File: src/rtl/dot_product_seq_ctrl.sv
// dot_product_seq_ctrl
//   Sequencer for the signed dot-product datapath. Accepts a job (vector
//   length) over a valid/ready handshake, streams element addresses to a
//   dual-operand memory with 1-cycle read latency, multiply-accumulates the
//   returned pairs and presents the sum over a valid/ready result handshake.
//
// Ports
//   clk          system clock, rising edge
//   reset        synchronous, active-high
//   start_valid  job request
//   start_ready  job can be accepted (IDLE only)
//   len          job length in elements, clamped to N, sampled on start
//   mem_rd_en    operand read strobe
//   mem_addr     element index being read (registered, holds when idle)
//   mem_rdata_a  signed operand A, valid the cycle after mem_rd_en
//   mem_rdata_b  signed operand B, valid the cycle after mem_rd_en
//   res_valid    result available (DONE)
//   res_ready    consumer accepts result
//   result       signed dot product
//   busy         high in RUN, DRAIN and DONE
//
// state | meaning
// ------+-------------------------------------------------------------
// IDLE  | waiting for a job; start_ready high
// RUN   | one read per cycle, addr 0 .. eff_len-1
// DRAIN | no read; last returned product is accumulated
// DONE  | result presented and held until res_ready

module dot_product_seq_ctrl #(
    parameter int N  = 8,
    parameter int DW = 8,
    parameter int AW = $clog2(N),
    parameter int LW = $clog2(N + 1),
    parameter int RW = 2 * DW + $clog2(N + 1)
) (
    input  logic                 clk,
    input  logic                 reset,
    input  logic                 start_valid,
    output logic                 start_ready,
    input  logic [LW-1:0]        len,
    output logic                 mem_rd_en,
    output logic [AW-1:0]        mem_addr,
    input  logic [DW-1:0]        mem_rdata_a,
    input  logic [DW-1:0]        mem_rdata_b,
    output logic                 res_valid,
    input  logic                 res_ready,
    output logic signed [RW-1:0] result,
    output logic                 busy
);

    typedef enum logic [1:0] {
        S_IDLE  = 2'd0,
        S_RUN   = 2'd1,
        S_DRAIN = 2'd2,
        S_DONE  = 2'd3
    } state_t;

    state_t state;
    state_t state_nxt;

    logic [LW-1:0]          eff_len;
    logic [LW-1:0]          rem;        // reads still to issue after the current one
    logic                   rd_q;       // read issued last cycle -> data valid now
    logic                   start_fire;
    logic signed [DW-1:0]   op_a;
    logic signed [DW-1:0]   op_b;
    logic signed [2*DW-1:0] prod;
    logic signed [RW-1:0]   prod_ext;
    logic signed [RW-1:0]   acc;

    assign start_fire = start_valid && start_ready;
    assign eff_len    = (len > LW'(N)) ? LW'(N) : len;

    assign op_a     = mem_rdata_a;
    assign op_b     = mem_rdata_b;
    assign prod     = op_a * op_b;
    assign prod_ext = {{(RW - 2 * DW){prod[2*DW-1]}}, prod};

    // state register
    always_ff @(posedge clk) begin
        if (reset) begin
            state <= S_IDLE;
        end else begin
            state <= state_nxt;
        end
    end

    // next-state logic
    always_comb begin
        state_nxt = state;
        case (state)
            S_IDLE: begin
                if (start_fire) begin
                    state_nxt = (eff_len == '0) ? S_DONE : S_RUN;
                end
            end
            S_RUN: begin
                if (rem == '0) begin
                    state_nxt = S_DRAIN;
                end
            end
            S_DRAIN: begin
                state_nxt = S_DONE;
            end
            S_DONE: begin
                if (res_ready) begin
                    state_nxt = S_IDLE;
                end
            end
            default: begin
                state_nxt = S_IDLE;
            end
        endcase
    end

    // outputs
    always_comb begin
        start_ready = 1'b0;
        mem_rd_en   = 1'b0;
        res_valid   = 1'b0;
        busy        = 1'b1;
        case (state)
            S_IDLE: begin
                start_ready = 1'b1;
                busy        = 1'b0;
            end
            S_RUN: begin
                mem_rd_en = 1'b1;
            end
            S_DONE: begin
                res_valid = 1'b1;
            end
            default: begin
            end
        endcase
    end

    // address down-counter and accumulator
    always_ff @(posedge clk) begin
        if (reset) begin
            rem      <= '0;
            mem_addr <= '0;
            rd_q     <= 1'b0;
            acc      <= '0;
        end else begin
            rd_q <= mem_rd_en;

            if (state == S_IDLE && start_fire) begin
                acc <= '0;
                // A zero-length job issues no reads, so the address is left alone.
                if (eff_len != '0) begin
                    rem      <= eff_len - LW'(1);
                    mem_addr <= '0;
                end
            end else if (rd_q) begin
                acc <= acc + prod_ext;
            end

            if (state == S_RUN && rem != '0) begin
                rem      <= rem - LW'(1);
                mem_addr <= mem_addr + AW'(1);
            end
        end
    end

    assign result = acc;

endmodule

File: config.mk
export PLATFORM = sky130hd
export DESIGN_NAME = dot_product_seq_ctrl
export DESIGN_NICKNAME = d
export VERILOG_FILES = /design/src/rtl/dot_product_seq_ctrl.sv
export SDC_FILE = /design/constraint.sdc
export NUM_CORES = 1
export LEC_CHECK = 0
export ABC_AREA = 0
export BUFFER_PORTS_ARGS = -buffer_cell sky130_fd_sc_hd__clkbuf_2
export CORE_ASPECT_RATIO = 0.5
export CORE_UTILIZATION = 55
export DETAILED_ROUTE_END_ITERATION = 8
export HOLD_SLACK_MARGIN = 0.15
export PLACE_DENSITY = 0.83
export SLEW_MARGIN = 5
export SYNTH_ARGS = -nofsm -noshare
export SYNTH_HDL_FRONTEND = slang
export SYNTH_SLANG_ARGS = --single-unit
File: constraint.sdc
create_clock -name clk -period 5.3 [get_ports clk]
set_input_delay 0.53 -clock clk [delete_from_list [all_inputs] [get_ports clk]]
set_output_delay 0.53 -clock clk [all_outputs]
set_load 0.005 [all_outputs]
==> results of run 1 <==
-- cells in the final DEF, fill, tap and decap left out, types with 4 or more instances in the layout --
cell       count
a211oi_1       4
a21o_1         5
a21oi_1       19
and2_1        30
buf_4          8
clkbuf_16      5
clkbuf_2      50
dfxtp_1       30
fa_1          88
ha_1          52
inv_1         92
mux2i_1       14
nand2_1       36
nand3_1        4
nor2_1        33
o21ai_0        9
o21ai_1        7
xnor2_1       13
xor2_1         4
-- worst max-delay path by stage --
stage / to / slack (ps) / cells after the start
6_report: result[16] / 330 / 16
4_1_cts: result[16] / 370 / 16
5_1_grt: result[16] / 50 / 16
2_1_floorplan: result[19] / 130 / 15
3_5_place_dp: result[16] / 80 / 16
3_3_place_gp: result[16] / 240 / 15
-- metrics by stage --
step / area [sq um] / setup slack (ps)
2_1_floorplan: 4850 / 125
3_3_place_gp: 5310 / 238
3_5_place_dp: 5310 / 81.0
4_1_cts: 5460 / 367
5_1_grt: 5460 / 52.9
6_report: 5460 / 326
-- flip-flops by register name, summed over array words and instances, names as in the netlist --
signal    count
state         2
result       20
rem           4
rd_q          1
mem_addr      3
-- tightest hold or removal path, stage by stage, from the launching register on --
cell and delay [ps]:
dfxtp_1 310, o21ai_0 70, a21oi_1 60
-- synthesized netlist by cell type (2+ instances only) --
| cell type | count |
|---|---|
| nor3b_2 | 3 |
| a31oi_1 | 3 |
| o211ai_1 | 3 |
| a21oi_2 | 3 |
| nand4_1 | 3 |
| mux2i_1 | 14 |
| a21oi_1 | 19 |
| fa_1 | 88 |
| xor2_1 | 4 |
| dfxtp_1 | 30 |
| a211oi_1 | 4 |
| nor2_1 | 33 |
| a311o_1 | 2 |
| nor3_1 | 2 |
| ha_1 | 52 |
| nor4_1 | 3 |
| nor2b_1 | 3 |
| or3_1 | 2 |
| nand2b_1 | 3 |
| clkbuf_1 | 5 |
| nand3_1 | 4 |
| a21o_1 | 5 |
| xnor2_1 | 13 |
| and2_1 | 30 |
| o21ai_0 | 9 |
| nand3b_1 | 2 |
| inv_1 | 92 |
| buf_1 | 2 |
| nand2_1 | 36 |
| o21ai_1 | 7 |
-- report_power, final --
part | switching, mW | internal [mW] | leakage [nW]
Combinational | 1.77 | 1.38 | 2.40
Clock | 0.0976 | 0.186 | 0.0739
Sequential | 0.0631 | 0.283 | 0.244
Total | 1.93 | 1.85 | 2.72
-- layer usage --
layer / part of all wire [%] / global-route usage, %
met1: 44 / 29.6
met2: 50 / 41.6
met3: 4.4 / 4.89
met4: 1.2 / 5.06
met5: 0 / 0
-- kinds of logic after synthesis --
group	Yosys count	share of synthesized area, %
fa+ha+maj	140	49.7
simple gates	128	13.6
buf+inv	100	7.74
compound gates	71	10.6
flops	30	12.4
xor+xnor	17	3.07
mux	14	2.89
-- area by class of cell --
cell class | count | area (sq um)
multi-input combinational | 370 | 3870
tap | 112 | 140
clock buffer | 7 | 143
fill | 666 | 2800
inverter | 93 | 349
sequential | 30 | 601
clock inverter | 1 | 5.00
timing repair buffer | 60 | 350
==> qor.txt, run 1 <==
status: finished, final reports clean
critical path arrival: 5130 ps
WHS Endpoint: mem_addr[2]
critical path's most frequent cell: fa_1
hold slack: 489 ps
RR Endpoint: result[16]
# setup viols final: 0
fraction of layout cells with a size suffix above 1: 14.6%
WHS Path Cells: 2
post-cts sizing count: 0
final period utilization: 93.9%
CP Max Fanout: 8
via count: 3,582
post-synth top area share: 36.3%
Worst Setup SP: mem_rdata_b[0]
Worst Setup Start Kind: input port
Async S/R FF share, synth: 0%
type of the most critical hold path: reg2reg
first-iteration detailed-routing DRC count: 157
Tmin final: 4970 ps
Slew Limit Fails: 0
Initial Util: 58.7%
first-pass GRT wire length: 16.4 mm
number of max-cap violations: 0
routed len/inst: 14.2 um
Worst R2R Setup Slack: 430 ps
Crit Path Class: in2reg
hold_buf cts: 0
Die Height: 68.4 um
slowest CP cell: fa_1
DRC viols: 0
Synth area leaders: fa_1 36%, ha_1 13%, dfxtp_1 12%, inv_1 7.1%, and2_1 3.9%
Cell variety after synth: 51
Die ar.: 9220 sq um
setup TNS: 0 ps
number of diodes: 0
DRT Wirelength: 9.52 mm
RSZ-0062 raised after global routing: false
CTS Buf Count: 5
vias per cell: 5.32
post-synthesis cell count: 500
crit-path cells: clkbuf_2 -> and2_1 -> inv_1 -> fa_1 -> inv_1 -> fa_1 -> fa_1 -> fa_1 -> fa_1 -> ha_1 -> o21ai_1 -> o21ai_1 -> a2111oi_0 -> o21ai_1 -> xnor2_1 -> o21ai_1
max-slew headroom at the worst pin: 62.0%
Clock transition at path regs: 50 ps
EDFF count, synth: 0
Power Density: 692 nW/um^2
initial antenna violation count: 0
Max IR drop VDD: 0.000511 V
final net count: 724
WP buf/inv: 3
CP Data Required Time: 5460 ps
root buf cell: clkbuf_16
Avg Inst Size Synth: 9.70 sq um
overall power: 3.78 mW
Critical Path Max Stage Delay: 580 ps
CTS tree: built
H-tree lvl count: 2
die width: 135 um
# port buffers: 50
Sink Count: 30
Pre-Repair DR Iteration Count: 4
Least-Margin Pin Slew: 563 ps
Synth Cell Area: 4850 sq um
core area: 8260 sq um
Reg2Reg Launch Point: result[4]
final core utilization: 66.1%
vias in the first global route: 3,611
Fin Clk Skew: 3.36 ps
Clock Tree Buf Depth: 2
Static Leakage: 2.72 nW
Ys Warns: 0
Worst Setup End Kind: flip-flop
Hold Startpoint: mem_addr[2]
GR Overflow Total: 0
Cells after DPL: 665
Seq cells post-synth: 30
Post-CTS Setup Bufs: 0
Rows: 23
Clk Latency, worst-skew pair: 280 ps
largest net degree at the start of global routing: 24
Final HPWL DP: 8.26 mm
Routed Antenna Nets: 0
IO Count: 51
Synth Flop Type: dfxtp_1
maximum clock frequency: 0.201 GHz
Reg2Reg Depth: 17
final hold violations: 0
Cell Count, Final, Fillers Out: 673
all-layer global routing usage: 23.2%
post-synthesis sequential area ratio: 12.4%
largest area contributor in the netlist: fa_1
routability cong.: 0.845
Area Growth Syn to Fin: 12.6%
Post-Syn Nets: 664
crit-path leading delay family: adder cells
(Power assumes the default switching activity.)
==> run 2: changes to the inputs <==
--- a/config.mk
+++ b/config.mk
@@ -9,6 +9,7 @@
 export BUFFER_PORTS_ARGS = -buffer_cell sky130_fd_sc_hd__clkbuf_2
 export CORE_ASPECT_RATIO = 0.5
 export CORE_UTILIZATION = 55
+export CTS_CLUSTER_DIAMETER = 120
 export DETAILED_ROUTE_END_ITERATION = 8
 export HOLD_SLACK_MARGIN = 0.15
 export PLACE_DENSITY = 0.83
==> constraint.sdc (replaced) <==
create_clock -name clk -period 4.45 [get_ports clk]
set_input_delay 0.445 -clock clk [delete_from_list [all_inputs] [get_ports clk]]
set_output_delay 0.445 -clock clk [all_outputs]
set_load 0.005 [all_outputs]
==> qor.txt, run 2 (same netlist as run 1, synthesis figures left out) <==
status: complete, but fails checks
failing checks: negative setup slack
Worst Setup Start Kind: input port
fraction of layout cells with a size suffix above 1: 34.7%
Reg2Reg Launch Point: result[6]
type of the most critical hold path: reg2reg
initial antenna violation count: 0
routability cong.: 0.875
Least-Margin Pin Slew: 622 ps
worst setup slack after layout: -53.2 ps
crit-path cells: clkbuf_16 -> and2_4 -> buf_12 -> fa_2 -> fa_1 -> fa_1 -> inv_2 -> fa_1 -> inv_2 -> ha_4 -> ha_4 -> inv_4 -> o311ai_4 -> o211ai_2 -> and3_4 -> o31a_1 -> o21a_1
Area Growth Syn to Fin: 35.1%
Hold Startpoint: result[17]
Worst Setup End Kind: flip-flop
Fin Clk Skew: 5.50 ps
# port buffers: 50
Clock Tree Buf Depth: 2
GR Overflow Total: 0
commonest non-fill, non-tap cells in the layout: 79 x inv_1, 79 x fa_1, 65 x buf_4
final net count: 780
vias per cell: 5.63
Tmin final: 4500 ps
maximum clock frequency: 0.222 GHz
Critical Path Max Stage Delay: 600 ps
slowest CP cell: fa_1
met2 Use GR: 56.7%
max-slew headroom at the worst pin: 58.5%
crit-path leading delay family: adder cells
WHS Path Cells: 2
Clk Latency, worst-skew pair: 280 ps
Cell Count, Final, Fillers Out: 729
Die ar.: 9220 sq um
via count: 4,106
Die Height: 68.4 um
final period utilization: 101%
all-layer global routing usage: 30.4%
Reg2Reg Depth: 16
M1 GR Usage: 34.7%
critical path arrival: 4680 ps
largest net degree at the start of global routing: 24
Largest register FFs: 20
number of max-cap violations: 0
WHS Endpoint: result[17]
met3 GRT Util: 5.70%
Crit Path Class: in2reg
final hold violations: 0
CP Data Required Time: 4630 ps
CTS Buf Count: 5
Sink Count: 30
core area: 8260 sq um
critical path's most frequent cell: fa_1
RSZ-0062 raised after global routing: true
root buf cell: clkbuf_16
first-iteration detailed-routing DRC count: 208
Final HPWL DP: 9.30 mm
Clock transition at path regs: 50 ps
vias in the first global route: 4,412
Worst R2R Setup Slack: 30 ps
CTS tree: built
Rows: 23
DRT Wirelength: 13.2 mm
WP buf/inv: 5
DRC viols: 0
RR Endpoint: result[18]
CP Max Fanout: 8
IO Count: 51
Top Usage Layer GRT: met2
H-tree lvl count: 2
Routed Antenna Nets: 0
hold_buf cts: 0
first-pass GRT wire length: 20.8 mm
# setup viols final: 2
hold slack: 500 ps
routed len/inst: 18.1 um
Pre-Repair DR Iteration Count: 4
Slew Limit Fails: 0
die width: 135 um
setup TNS: -90.6 ps
Cells after DPL: 706
Initial Util: 58.7%
number of diodes: 0
Post-Place Worst Slack: -511 ps
run 2: worst max-delay path by stage:
stage,depth (start not counted),slack (ps),to,start
floorplan,15,-80,result[19],mem_rdata_b[0]
global placement,18,-440,result[16],mem_rdata_a[3]
detailed placement,16,-510,result[16],mem_rdata_b[0]
CTS,19,1,result[19],mem_rdata_b[5]
global route,17,-200,result[19],mem_rdata_a[7]
finish,17,-50,result[19],mem_rdata_a[7]
run 2: repair_timing:
action	4_1_cts	5_1_grt
gates resized for setup	72	38
setup endpoints to repair	5	11
pin swaps	43	49
setup buffers	12	2
gates cloned	2	0
run 2: routing by layer:
layer | routed length [um] | part of all wire (%)
met2 | 6690 | 51
met4 | 595 | 4.5
met5 | 0 | 0
met3 | 747 | 5.7
met1 | 5180 | 39
run 2: worst reg2reg max path: stages (launching register included):
cell and delay [ps]:
dfxtp_1 330, inv_1 70, fa_1 530, inv_1 50
fa_1 490, inv_1 50, fa_1 470, inv_1 50
fa_2 520, ha_1 250, ha_4 250, a211oi_4 360
o21ai_4 130, a21oi_4 190, o211ai_1 150, a311o_1 370
o211ai_1 90
run 2: layout make-up:
cell class / count / area [sq um]
fillers: 468 / 1710
well taps: 112 / 140
clock inverters: 3 / 40.0
clock buffers: 5 / 125
repair buffers: 115 / 898
inverters: 93 / 359
flip-flops and latches: 30 / 602
multi-input cells: 371 / 4390
run 2: through the flow:
step,area (sq um),util [%]
2_1_floorplan,5030,-
3_3_place_gp,5780,70.0
3_5_place_dp,5780,70.0
4_1_cts,6400,77.5
5_1_grt,6550,79.3
6_report,6550,79.3
Power of run 2 is left out: the tool's default activity adds up to more than one toggle a clock period on the data nets, which glitch-free logic cannot reach.
